$ cat src/rtl/idct_coef_loader.sv
// idct_coef_loader: ping-pong 8x8 block assembler feeding the IDCT x vector.
// Define IDCT_LOADER_ZIGZAG_EN to load coefficients in JPEG zigzag order.
module idct_coef_loader #(
  parameter int WIN          = 12,
  parameter int LATENCY      = 26,
  parameter int MIN_INTERVAL = 64
) (
  input  logic                clk,
  input  logic                rst,
  input  logic [WIN-1:0]      in_data,
  input  logic                in_valid,
  output logic                in_ready,
  output logic [64*WIN-1:0]   x,
  output logic                x_valid,
  output logic                out_valid,
  output logic [15:0]         blk_count
);

  localparam int GW =
    (MIN_INTERVAL > 1) ? $clog2(MIN_INTERVAL) : 1;
  localparam logic [GW-1:0] GAP_INIT =
    GW'(MIN_INTERVAL - 1);
  localparam bit HAS_GAP = (MIN_INTERVAL > 1);

  typedef enum logic [1:0] {
    B_EMPTY,
    B_FILLING,
    B_FULL
  } bank_st_e;

  typedef enum logic {
    L_IDLE,
    L_GAP
  } lst_e;

  logic [WIN-1:0]    mem0 [64];
  logic [WIN-1:0]    mem1 [64];
  bank_st_e          bst   [2];
  bank_st_e          bst_n [2];
  logic              wr_bank;
  logic              rd_bank;
  logic [5:0]        wr_idx;
  logic [5:0]        wr_pos;
  logic              live;
  logic              acc;
  logic              launch;
  lst_e              lst;
  lst_e              lst_n;
  logic [GW-1:0]     gap;
  logic [GW-1:0]     gap_n;
  logic [64*WIN-1:0] x_n;
  logic [LATENCY-1:0] vsr;

`ifdef IDCT_LOADER_ZIGZAG_EN
  localparam logic [5:0] ZZ [64] = '{
    6'd0,  6'd1,  6'd8,  6'd16,
    6'd9,  6'd2,  6'd3,  6'd10,
    6'd17, 6'd24, 6'd32, 6'd25,
    6'd18, 6'd11, 6'd4,  6'd5,
    6'd12, 6'd19, 6'd26, 6'd33,
    6'd40, 6'd48, 6'd41, 6'd34,
    6'd27, 6'd20, 6'd13, 6'd6,
    6'd7,  6'd14, 6'd21, 6'd28,
    6'd35, 6'd42, 6'd49, 6'd56,
    6'd57, 6'd50, 6'd43, 6'd36,
    6'd29, 6'd22, 6'd15, 6'd23,
    6'd30, 6'd37, 6'd44, 6'd51,
    6'd58, 6'd59, 6'd52, 6'd45,
    6'd38, 6'd31, 6'd39, 6'd46,
    6'd53, 6'd60, 6'd61, 6'd54,
    6'd47, 6'd55, 6'd62, 6'd63
  };
  assign wr_pos = ZZ[wr_idx];
`else
  assign wr_pos = wr_idx;
`endif

  // ready depends only on registered state, never on this cycle's launch
  assign in_ready  = live && (bst[wr_bank] != B_FULL);
  assign acc       = in_valid && in_ready;
  assign out_valid = vsr[LATENCY-1];

  always_ff @(posedge clk) begin
    if (acc && !wr_bank) mem0[wr_pos] <= in_data;
    if (acc &&  wr_bank) mem1[wr_pos] <= in_data;
  end

  always_comb begin
    x_n = '0;
    for (int i = 0; i < 64; i++) begin
      x_n[i*WIN +: WIN] = rd_bank ? mem1[i]
                                  : mem0[i];
    end
  end

  always_comb begin
    lst_n  = lst;
    gap_n  = gap;
    launch = 1'b0;
    unique case (lst)
      L_IDLE: begin
        if (bst[rd_bank] == B_FULL &&
            gap == '0) begin
          launch = 1'b1;
          gap_n  = GAP_INIT;
          lst_n  = HAS_GAP ? L_GAP : L_IDLE;
        end
      end
      L_GAP: begin
        gap_n = gap - GW'(1);
        if (gap == GW'(1)) lst_n = L_IDLE;
      end
      default: lst_n = L_IDLE;
    endcase
  end

  // launch and fill never target the same bank on one edge
  always_comb begin
    bst_n[0] = bst[0];
    bst_n[1] = bst[1];
    if (acc) begin
      bst_n[wr_bank] = (wr_idx == 6'd63) ? B_FULL
                                         : B_FILLING;
    end
    if (launch) bst_n[rd_bank] = B_EMPTY;
  end

  always_ff @(posedge clk or posedge rst) begin
    if (rst) begin
      live      <= 1'b0;
      bst[0]    <= B_EMPTY;
      bst[1]    <= B_EMPTY;
      wr_bank   <= 1'b0;
      rd_bank   <= 1'b0;
      wr_idx    <= 6'd0;
      lst       <= L_IDLE;
      gap       <= '0;
      x         <= '0;
      x_valid   <= 1'b0;
      blk_count <= 16'd0;
      vsr       <= '0;
    end else begin
      live    <= 1'b1;
      bst[0]  <= bst_n[0];
      bst[1]  <= bst_n[1];
      lst     <= lst_n;
      gap     <= gap_n;
      x_valid <= launch;
      vsr     <= (vsr << 1) | LATENCY'(x_valid);
      if (acc) begin
        wr_idx <= wr_idx + 6'd1;
        if (wr_idx == 6'd63) wr_bank <= ~wr_bank;
      end
      if (launch) begin
        x         <= x_n;
        rd_bank   <= ~rd_bank;
        blk_count <= blk_count + 16'd1;
      end
    end
  end

endmodule

$ cat config.mk
export PLATFORM = sky130hd
export DESIGN_NAME = idct_coef_loader
export DESIGN_NICKNAME = d
export VERILOG_FILES = /design/src/rtl/idct_coef_loader.sv
export SDC_FILE = /design/constraint.sdc
export NUM_CORES = 2
export LEC_CHECK = 0
export CAP_MARGIN = 40
export CORE_UTILIZATION = 49
export DETAILED_ROUTE_END_ITERATION = 16
export HOLD_SLACK_MARGIN = 0.05
export PLACE_DENSITY = 0.81
export SLEW_MARGIN = 20
export SYNTH_ARGS = -nofsm -noshare
export SYNTH_HDL_FRONTEND = slang
export SYNTH_SLANG_ARGS = --single-unit
$ cat constraint.sdc
create_clock -name clk -period 83.9 [get_ports clk]
set_input_delay 16.78 -clock clk [delete_from_list [all_inputs] [get_ports clk]]
set_output_delay 16.78 -clock clk [all_outputs]
set_load 0.05 [all_outputs]
==> flow_summary.ini <==
[layout]
seq_area_sq_mm = 0.0669
fillerInstances = 11700
nets = 6203
drive_gt1_frac = 0.0901
layout_commonest_cell = edfxtp_1
multi_input_comb_area_sq_mm = 0.0158
final_cell_mix = 1536 x edfxtp_1, 830 x dfrtp_1, 798 x nand2_1, 789 x clkdlybuf4s50_1, 768 x mux2i_1
syn_to_final_growth_pct = 23.2

[pwr]
power.share.sequential = 0.540
clkPwrFrac = 0.428
power_w = 0.00233
peakVddDrop_mv = 0.0209
powerDensity_mw_per_mm2 = 22.5
power.leakage_nw = 36.6
switching_share = 0.215
internal_power_w = 0.00183
comb_power_share = 0.032
power.switching_w = 0.000500

[critical_path]
crit_chain = nor3b_1 -> a211oi_1 -> clkdlybuf4s50_1
critPathLaunchType = flop
worst-setup-path-type = reg -> out
worst_setup_path_end_kind = output pin
cp.required_ps = 67120
crit_arrival_ps = 3100
crit_slowest_cell = clkdlybuf4s50_1
path_buf_inv = 1
worst-path-max-fanout = 10
crit_family = buffers and inverters
slowest_delay_ps = 980

[cts]
post_cts_resized = 0
cts.sinks = 2367
cts_max_path_buffers = 3
clk_latency_ps = 890
clockRootBuffer = clkbuf_16
post_cts_buffers = 0
clk_pin_slew_ps = 60
htreeDepth = 4
hold_buffers = 0
cts_buffers = 216
cts_tree = built

[sta]
maxSlewHeadroom = 0.289
tightest_slew_ps = 1070
setup_violations = 0
hold_viol_final = 0
skew_ps = 67.0
fmax_ghz = 0.0503
slew_viol_final = 0
rsz0062_at_grt = no
period_share = 0.237
tns_ps = 0
min_period_ps = 19880

[drt]
vias = 47900
drtIter0Drc = 5255
wirelength_mm = 222
drc = 0
postRouteAntennaNets = 0
drt-wirelength-per-cell_microns = 25.8
first_pass_iters = 6
vias_per_cell = 5.57

[floorplanning]
die_h_microns = 416
coreArea_sq_mm = 0.170
die_area_sq_mm = 0.173
start_util = 0.494
num_rows = 151
die_w_microns = 416
ios = 802

[synthesis]
avgSynthCellArea_sq_um = 16.1
synthesis.yosys.warnings = 0
yosysTopAreaCellShare = 0.550
synth_top_area_cell = edfxtp_1
synth_seq_cells = 2367
synth_cell_types = 43
synthCells = 5218
synth.area.top_cells = edfxtp_1 55%, dfrtp_1 25%, mux2i_1 9.2%
yosysSeqAreaShare = 0.798
synthesis.area_sq_mm = 0.0839
syn-num-nets = 5237

[grt]
antenna_found_initial = 4
grt_pass1_vias = 47800
grt_pass1_wl_mm = 317
grtUsageTotal = 0.252
grt_max_degree = 327
grt_overflow = 0

[place]
dp_hpwl_mm = 143
io_buffers = 801
gp_congestion = 0.845

[min_path]
hold_class = reg -> reg

[status]
outcome = complete, no violations

[job]
cap_violations = 0
[through the flow]
step                      utilization  setup slack (ps)  instances  hold WS (ps)  instance area [sq um]
after global placement          0.554             63530       8019           335                  94000
after global routing            0.609             63930       8598           353                 103000
after floorplan                     -             43780       5218           331                  83900
after detailed placement        0.562             63410       8135           337                  95300
final                           0.609             64020       8599           351                 103000
after CTS                       0.605             63990       8548           351                 103000
[worst paths after layout]
kind | startpoint | end | slack, ps | cells after the start
worst max-delay path | wr_bank$_DFFE_PP0P_ | in_ready | 64020 | 3
worst min-delay path | vsr[12]$_DFF_PP0_ | vsr[13]$_DFF_PP0_ | 350 | 0
worst max register to register | rd_bank$_DFFE_PP0N_ | x[113]$_DFFE_PP0N_ | 78240 | 12
worst min register to register | vsr[12]$_DFF_PP0_ | vsr[13]$_DFF_PP0_ | 350 | 0
max in group asynchronous | rst | x[528]$_DFFE_PP0N_ | 64780 | 6
min in group asynchronous | rst | x[275]$_DFFE_PP0N_ | 16390 | 2
[power by group through the flow]
stage               Clock [W]  Combinational (W)  Sequential [W]
global placement            0          0.0000669         0.00128
floorplan                   0          0.0000225         0.00128
finish               0.000997          0.0000743         0.00126
detailed placement          0          0.0000736         0.00128
CTS                   0.00101          0.0000743         0.00126
global route          0.00105          0.0000782         0.00126
[cell usage after synthesis]
cell and instances:
a21boi_0 1, inv_1 5, a2bb2oi_1 3, dfrtp_1 831, mux2i_1 768, nor2_1 134
and3_1 5, a22oi_1 1, nand3b_1 5, buf_2 71, buf_6 4, nand4_1 12
conb_1 1, or3b_2 2, or3b_1 1, nand2_1 799, xor2_1 1, nor3b_1 3
edfxtp_1 1536, nand3_1 7, nor3_1 6, xnor2_1 22, and2_0 1, ha_1 4
o21ai_0 569, or3_1 2, a21o_1 1, o22a_1 1, nor2b_1 4, clkbuf_1 198
a21oi_1 2, a211oi_1 4, a31oi_1 1, mux2_2 1, inv_2 1, a2111o_1 1
nor4b_1 1, and4_1 2, buf_4 1, nand2b_1 3, or2_0 1, o21ai_1 199
o21a_1 3
[metal layers]
metal / up-vias / share of wire / GRT usage
li1: 20900 / - / -
met1: 24300 / 0.35 / 0.292
met2: 2080 / 0.51 / 0.430
met3: 565 / 0.061 / 0.0428
met4: 0 / 0.076 / 0.172
met5: - / 0 / 0
[kinds of logic after synthesis]
family	after synthesis	synth area share
adders and majority gates	4	0.000597
muxes	769	0.0918
other	1	0.0000447
xor gates and xnor gates	23	0.00240
and+or+nand+nor	988	0.0460
buffers and inverters	280	0.0140
DFF	2367	0.798
AOI/OAI and AO/OA	786	0.0475
[area by class of cell]
cell class / instances / area share
well taps: 2218 / 0.0269
multi-input cells: 2571 / 0.153
clock buffers: 319 / 0.0604
inverters: 6 / 0.000291
flip-flops and latches: 2367 / 0.648
repair buffers: 1022 / 0.101
clock inverters: 94 / 0.0109
diodes: 2 / 0.0000484
[sequential cells by signal (all words and copies together), names as in the netlist, 4 cells and up]
signal     count
blk_count     16
bst            4
gap            6
mem0         768
mem1         768
vsr           26
wr_idx         6
x            768
Power figures use the tool's default switching activity.
